<file path="src/rtl/eurosparacentimos.sv">
// eurosparacentimos: converts a price given as whole euros plus cents into a
// single cents total (eurosinteiros*100 + eurosfracao). The multiply by 100 is
// done serially with a 7-step shift-add over the constant bits, LSB first,
// followed by one step that adds the cents part. A fractional part above 99 is
// rejected in IDLE with an immediate done/erro pulse.
module eurosparacentimos #(
  parameter int EURO_W = 10,
  parameter int OUT_W  = EURO_W + 7
) (
  input  logic              clk,
  input  logic              reset,
  input  logic              start,
  input  logic [EURO_W-1:0] eurosinteiros,
  input  logic [EURO_W-1:0] eurosfracao,
  output logic              busy,
  output logic              done,
  output logic [OUT_W-1:0]  centimos,
  output logic              erro
);

  typedef enum logic [1:0] {
    IDLE = 2'd0,
    MULT = 2'd1,
    ADD  = 2'd2
  } state_t;

  // Multiplier constant, walked one bit per MULT cycle starting at bit 0.
  localparam logic [6:0] MULT_K    = 7'd100;
  localparam logic [2:0] LAST_STEP = 3'd6;

  state_t              state_q,    state_d;
  logic [EURO_W-1:0]   inteiros_q, inteiros_d;
  logic [EURO_W-1:0]   fracao_q,   fracao_d;
  logic [OUT_W-1:0]    acc_q,      acc_d;
  logic [2:0]          step_q,     step_d;
  logic                busy_q,     busy_d;
  logic                done_q,     done_d;
  logic [OUT_W-1:0]    centimos_q, centimos_d;
  logic                erro_q,     erro_d;

  // Next-state and datapath: accept/reject in IDLE, shift-add in MULT, finish in ADD.
  always_comb begin
    state_d    = state_q;
    inteiros_d = inteiros_q;
    fracao_d   = fracao_q;
    acc_d      = acc_q;
    step_d     = step_q;
    busy_d     = busy_q;
    done_d     = 1'b0;
    centimos_d = centimos_q;
    erro_d     = erro_q;

    case (state_q)
      IDLE: begin
        if (start) begin
          if (eurosfracao <= EURO_W'(99)) begin
            inteiros_d = eurosinteiros;
            fracao_d   = eurosfracao;
            acc_d      = '0;
            step_d     = '0;
            erro_d     = 1'b0;
            busy_d     = 1'b1;
            state_d    = MULT;
          end else begin
            centimos_d = '0;
            erro_d     = 1'b1;
            done_d     = 1'b1;
          end
        end
      end

      MULT: begin
        if (MULT_K[step_q]) begin
          acc_d = acc_q + (OUT_W'(inteiros_q) << step_q);
        end
        step_d = step_q + 3'd1;
        if (step_q == LAST_STEP) begin
          state_d = ADD;
        end
      end

      ADD: begin
        centimos_d = acc_q + OUT_W'(fracao_q);
        done_d     = 1'b1;
        busy_d     = 1'b0;
        state_d    = IDLE;
      end

      default: begin
        state_d = IDLE;
        busy_d  = 1'b0;
      end
    endcase
  end

  // State and output registers; synchronous reset overrides any conversion in flight.
  always_ff @(posedge clk) begin
    if (reset) begin
      state_q    <= IDLE;
      inteiros_q <= '0;
      fracao_q   <= '0;
      acc_q      <= '0;
      step_q     <= '0;
      busy_q     <= 1'b0;
      done_q     <= 1'b0;
      centimos_q <= '0;
      erro_q     <= 1'b0;
    end else begin
      state_q    <= state_d;
      inteiros_q <= inteiros_d;
      fracao_q   <= fracao_d;
      acc_q      <= acc_d;
      step_q     <= step_d;
      busy_q     <= busy_d;
      done_q     <= done_d;
      centimos_q <= centimos_d;
      erro_q     <= erro_d;
    end
  end

  assign busy     = busy_q;
  assign done     = done_q;
  assign centimos = centimos_q;
  assign erro     = erro_q;

endmodule

</file>
<file path="config.mk">
export PLATFORM = sky130hd
export DESIGN_NAME = eurosparacentimos
export DESIGN_NICKNAME = d
export VERILOG_FILES = /design/src/rtl/eurosparacentimos.sv
export SDC_FILE = /design/constraint.sdc
export NUM_CORES = 1
export LEC_CHECK = 0
export BUFFER_PORTS_ARGS = -buffer_cell sky130_fd_sc_hd__buf_2
export CORE_ASPECT_RATIO = 1.75
export CORE_UTILIZATION = 59
export DETAILED_ROUTE_END_ITERATION = 10
export PLACE_DENSITY = 0.78
export SETUP_SLACK_MARGIN = 0.1
export SYNTH_ARGS = -nofsm -noshare
export SYNTH_HDL_FRONTEND = slang
export SYNTH_SLANG_ARGS = --single-unit
</file>
<file path="constraint.sdc">
create_clock -name clk -period 4.95 [get_ports clk]
set_clock_uncertainty 0.15 [all_clocks]
set_input_delay 0.495 -clock clk [delete_from_list [all_inputs] [get_ports clk]]
set_output_delay 0.495 -clock clk [all_outputs]
set_load 0.01 [all_outputs]
</file>
# ---- After elaboration in Yosys (flattened, before gate mapping)
# Memories as Yosys holds them, arrays and structs flattened. A register that Yosys moved wholly into a read port is not among the register bits.
# Cells that the tools add are included.
dict set report op_classes {
  addsub 3
  n_lt_le_gt_ge 2
  eq_ne 8
  n_shift 1
  n_mux 23
  bitwise 1
  reduce_logical 10
}
# operator n
set op_table {}
lappend op_table {{$mux 17} 5}
lappend op_table {{$pmux 17 s2} 2}
lappend op_table {{$add 17x10->17} 1}
lappend op_table {{$add 17x17->17} 1}
lappend op_table {{$shl 10x3->17} 1}
lappend op_table {{$reduce_and 3->1} 5}
lappend op_table {{$mux 3} 4}
lappend op_table {{$le 10x7->1 const B} 1}
lappend op_table {{$ne 2x2->1 const B} 5}
lappend op_table {{$mux 2} 3}
lappend op_table {{$pmux 3 s2} 1}
lappend op_table {{$mux 1} 5}
lappend op_table {{$lt 3x4->1 const B} 1}
lappend op_table {{$pmux 1 s2} 2}
lappend op_table {{$pmux 2 s2} 1}
lappend op_table {{$reduce_and 4->1} 1}
lappend op_table {{$reduce_bool 2->1} 2}
lappend op_table {{$add 3x1->3 const B} 1}
lappend op_table {{$eq 3x3->1 const B} 1}
lappend op_table {{$eq 2x1->1 const B} 1}
lappend op_table {{$eq 2x2->1 const B} 1}
lappend op_table {{$logic_not 2->1} 1}
lappend op_table {{$reduce_and 2->1} 1}
lappend op_table {{$not 1->1} 1}
dict set report totals {
  reg_bits 62
  rom_bits 8
  n_memories 1
}
# memory words width rd rd_ports_with_merged_regs wr line
set memory_table {}
lappend memory_table {{(name not given)} 8 1 1 1 0 73} ;# if (MULT_K[step_q]) begin

# ---- Logic depth before layout (Yosys ltp)
dict set report logic_depth {
  ltp_word 6
  ltp_mapped 14
  ltp_nobuf 13
}

# ---- Worst setup path before layout
# No wires, ideal clock.
dict set report synth_path {
  path_kind {reg-to-reg}
  from {reg step_q[1]}
  to {reg acc_q[13]}
  arrival_ns 3.149
  required_time_ns 4.683
  slack_ns 1.533
  path_stages_with_launch 15
  n_path_buf 2
  synth_period_minus_slack_ns 3.417
  path_cell_list {dfxtp_1 clkbuf_1 buf_1 mux2i_1 nand2_1 o21ai_0 o22ai_1 ha_1 o21a_1 o21a_1 o22a_2 a31oi_4 a21oi_1 or3_1 a32o_1}
}
dict set report synth_via {
  elab_chain_cells 4
}
# element line
set synth_rtl {}
lappend synth_rtl {{from (decl)} 35} ;# logic [2:0] step_q, step_d;
lappend synth_rtl {{from (signal assigned)} 113} ;# step_q <= step_d;
lappend synth_rtl {{$shl 10x3->17} 74} ;# acc_d = acc_q + (OUT_W'(inteiros_q) << step_q);
lappend synth_rtl {{$add 17x17->17} 74}
lappend synth_rtl {{$mux 17} 73}
lappend synth_rtl {{$pmux 17 s2} 53} ;# case (state_q)
lappend synth_rtl {{to (signal assigned)} 102} ;# acc_q <= '0;
lappend synth_rtl {{to (signal assigned)} 112} ;# acc_q <= acc_d;
lappend synth_rtl {{to (decl)} 34} ;# logic [OUT_W-1:0] acc_q, acc_d;
# Every way passes these cells. The select of a mux whose other input is x is not followed.
# A chain may end at the register's enable or synchronous reset.

# ---- Worst setup path after layout
# Same ends and word-level chain as after synthesis.

==> out/results.ini <==
[clocking]
root_buffer = clkbuf_8
post_cts_resized = 0
clock_path_buffers = 2
cts-buffers-inserted = 9
clk_pin_slew_ns = 0.07
h-tree-depth = 3
cts.sinks = 63
hold_buffers = 0
cts_tree = done
clock_latency_ns = 0.35
postCtsSetupBuffers = 0

[die]
die-area_um2 = 6880
die_y_um = 109
start_util_pct = 61.5
coreArea_um2 = 6280
die_w_um = 63.1
num_io_pins = 43
rows = 38

[cells_and_area]
post-route-util_pct = 68.9
drive_gt1_share_pct = 13.5
syn2layout_area_growth_pct = 12.1
diodes = 0
layout.nets = 566

[setup_path]
worst_setup_path_end_kind = flop
start_kind = flop
crit_path_start = step_q[1]
rr_startpoint = step_q[1]
cp.required_ns = 5.04
cp.arrival_ns = 3.79
crit_fanout = 19
crit_type = flop to flop

[yosys]
syn_nets = 534
synth_commonest_cells = 80 x nand2_1, 63 x dfxtp_1, 42 x a21oi_1, 34 x nor2_1, 29 x o21ai_0
synth_edf_count = 0
ys.flop_type = dfxtp_1
avgSynthCellArea_um2 = 8.02
yosysUniqueCellTypes = 54
ys_seq_area_share_pct = 32.7
synthArstFlopShare_pct = 0
synth_area_um2 = 3860
synth_top_area_cell = dfxtp_1
synth.most_common_cell = nand2_1
syn_inst = 481
yosysTopAreaCellShare_pct = 32.7
yosys_warnings = 0
synth_area_leaders = dfxtp_1 33%, ha_1 9.1%, nand2_1 7.8%
synth-seq-cells = 63

[global_routing]
overflow = 0
antenna_found_initial = 0
grt_pass1_wl_um = 14300
grt_max_degree = 44
grt_use_total_pct = 26.7
first_global_vias = 3253

[power_and_ir_drop]
vdd_drop_max_v = 0.000267
p_per_area_nw_per_um2 = 258
p_leak_nw = 1.88
power_w = 0.00112

[routing]
routedWlPerCell_um = 14.4
dr.pass1.iters = 7
drc = 0
drt_wl_total_um = 8620
vias_per_cell = 5.81
drt_iter0_drc = 193
vias = 3476
ant_nets = 0

[hold_path]
worstHoldStart = eurosinteiros[3]
hold_path_class = primary input to flop

[placement]
portBuffers = 42
dp_hpwl_um = 6500
place_congestion = 1.01

[sta]
period_share_pct = 74.8
maxSlewViolCount = 0
tightest_slew_ns = 0.934
fin_tns_setup_ns = 0
finalSetupViolCount = 0
period_minus_slack_ns = 3.70
fmax_mhz = 270
hold_violations = 0
slew_headroom_pct = 37.6
rsz0062_at_grt = no

[flow_run]
maxCapViolations = 0

[run_status]
outcome = finished clean

-- placed cells by master (no fill, tap or decap), types with 2 or more instances in the layout --
cell	synthesis	final
a211oi_1	7	7
a31oi_1	3	3
ha_1	28	28
o21a_1	11	11
nor2_1	34	34
mux2i_1	5	5
nand2_1	80	80
clkbuf_8	0	10
bufinv_16	0	3
xor2_1	11	11
or3_1	3	3
xnor2_1	11	11
o31ai_1	5	5
buf_2	3	42
inv_1	13	13
a2111oi_0	2	2
nand3_1	11	11
a21oi_1	42	42
mux2_2	7	7
a22oi_1	4	4
fa_1	2	2
or2_2	3	3
nor3_1	9	9
clkbuf_1	16	3
nor2b_1	4	4
nand4_1	7	7
dfxtp_1	63	63
o211ai_1	7	7
and4_1	2	2
a21o_1	12	12
nand2b_1	8	8
a22o_1	7	7
and2b_1	2	2
and2_1	6	6
o21ai_0	29	29
o22ai_1	3	3
-- per-layer routing --
layer,track usage (%),share of wire [%]
met5,0,0
met1,27.6,41
met3,5.54,2.8
met2,49.6,54
met4,14.1,2.3
-- cells by family (layout without fill, tap and decap cells) --
group / after synthesis / after routing / share of synthesized area, %
adder cells (fa/ha/maj): 30 / 30 / 10.1
buffers and inverters: 34 / 71 / 3.41
XOR/XNOR: 22 / 22 / 5.00
multiplexers: 12 / 12 / 3.34
flip-flops: 63 / 63 / 32.7
AND/OR/NAND/NOR: 175 / 175 / 20.9
AO/OA/AOI/OAI: 145 / 145 / 24.6
-- sequential cells by signal (all words and copies together), names as in the netlist, named ones only --
signal / flops
inteiros_q: 10
fracao_q: 10
state_q: 2
step_q: 3
busy: 1
erro: 1
centimos: 17
acc_q: 17
done: 1
-- worst paths after layout --
kind                         to  slack [ns]  cells past startpoint
setup / recovery      acc_q[13]        1.25                     11
hold / removal    inteiros_q[3]        0.23                      3
setup reg to reg      acc_q[13]        1.25                     11
hold reg to reg     centimos[7]        0.30                      2
-- critical path: stages, from the launching register on --
cell and delay, ns:
dfxtp_1 0.80, mux2_2 0.43, o21ai_0 0.24, o22ai_1 0.12, ha_1 0.35, o21a_1 0.20, o21a_1 0.16, o22a_2 0.27
a31oi_4 0.22, a21oi_1 0.10, or3_1 0.31, a32o_1 0.24
-- through the flow --
step                hold slack (ns)  instances  area (um2)  setup slack [ns]
finish                        0.229        598        4320              1.25
CTS                           0.220        598        4320              1.32
global route                  0.228        598        4320             0.894
global placement              0.280        582        4090              1.42
floorplan                     0.287        481        3860              1.53
detailed placement            0.287        582        4090              1.34
-- area by class of cell --
type	instances	area (um2)
multi-input combinational	384	2460
fill	559	1950
sequential	63	1260
timing repair buffer	42	210
clock buffer	13	149
tap	80	100
clock inverter	3	90.1
inverter	13	48.8
-- power breakdown --
part           internal (W)  switching (W)
logic             0.0000224      0.0000357
clock network      0.000349       0.000194
registers          0.000511     0.00000500
Note: power is estimated with default switching activity, not from simulation.
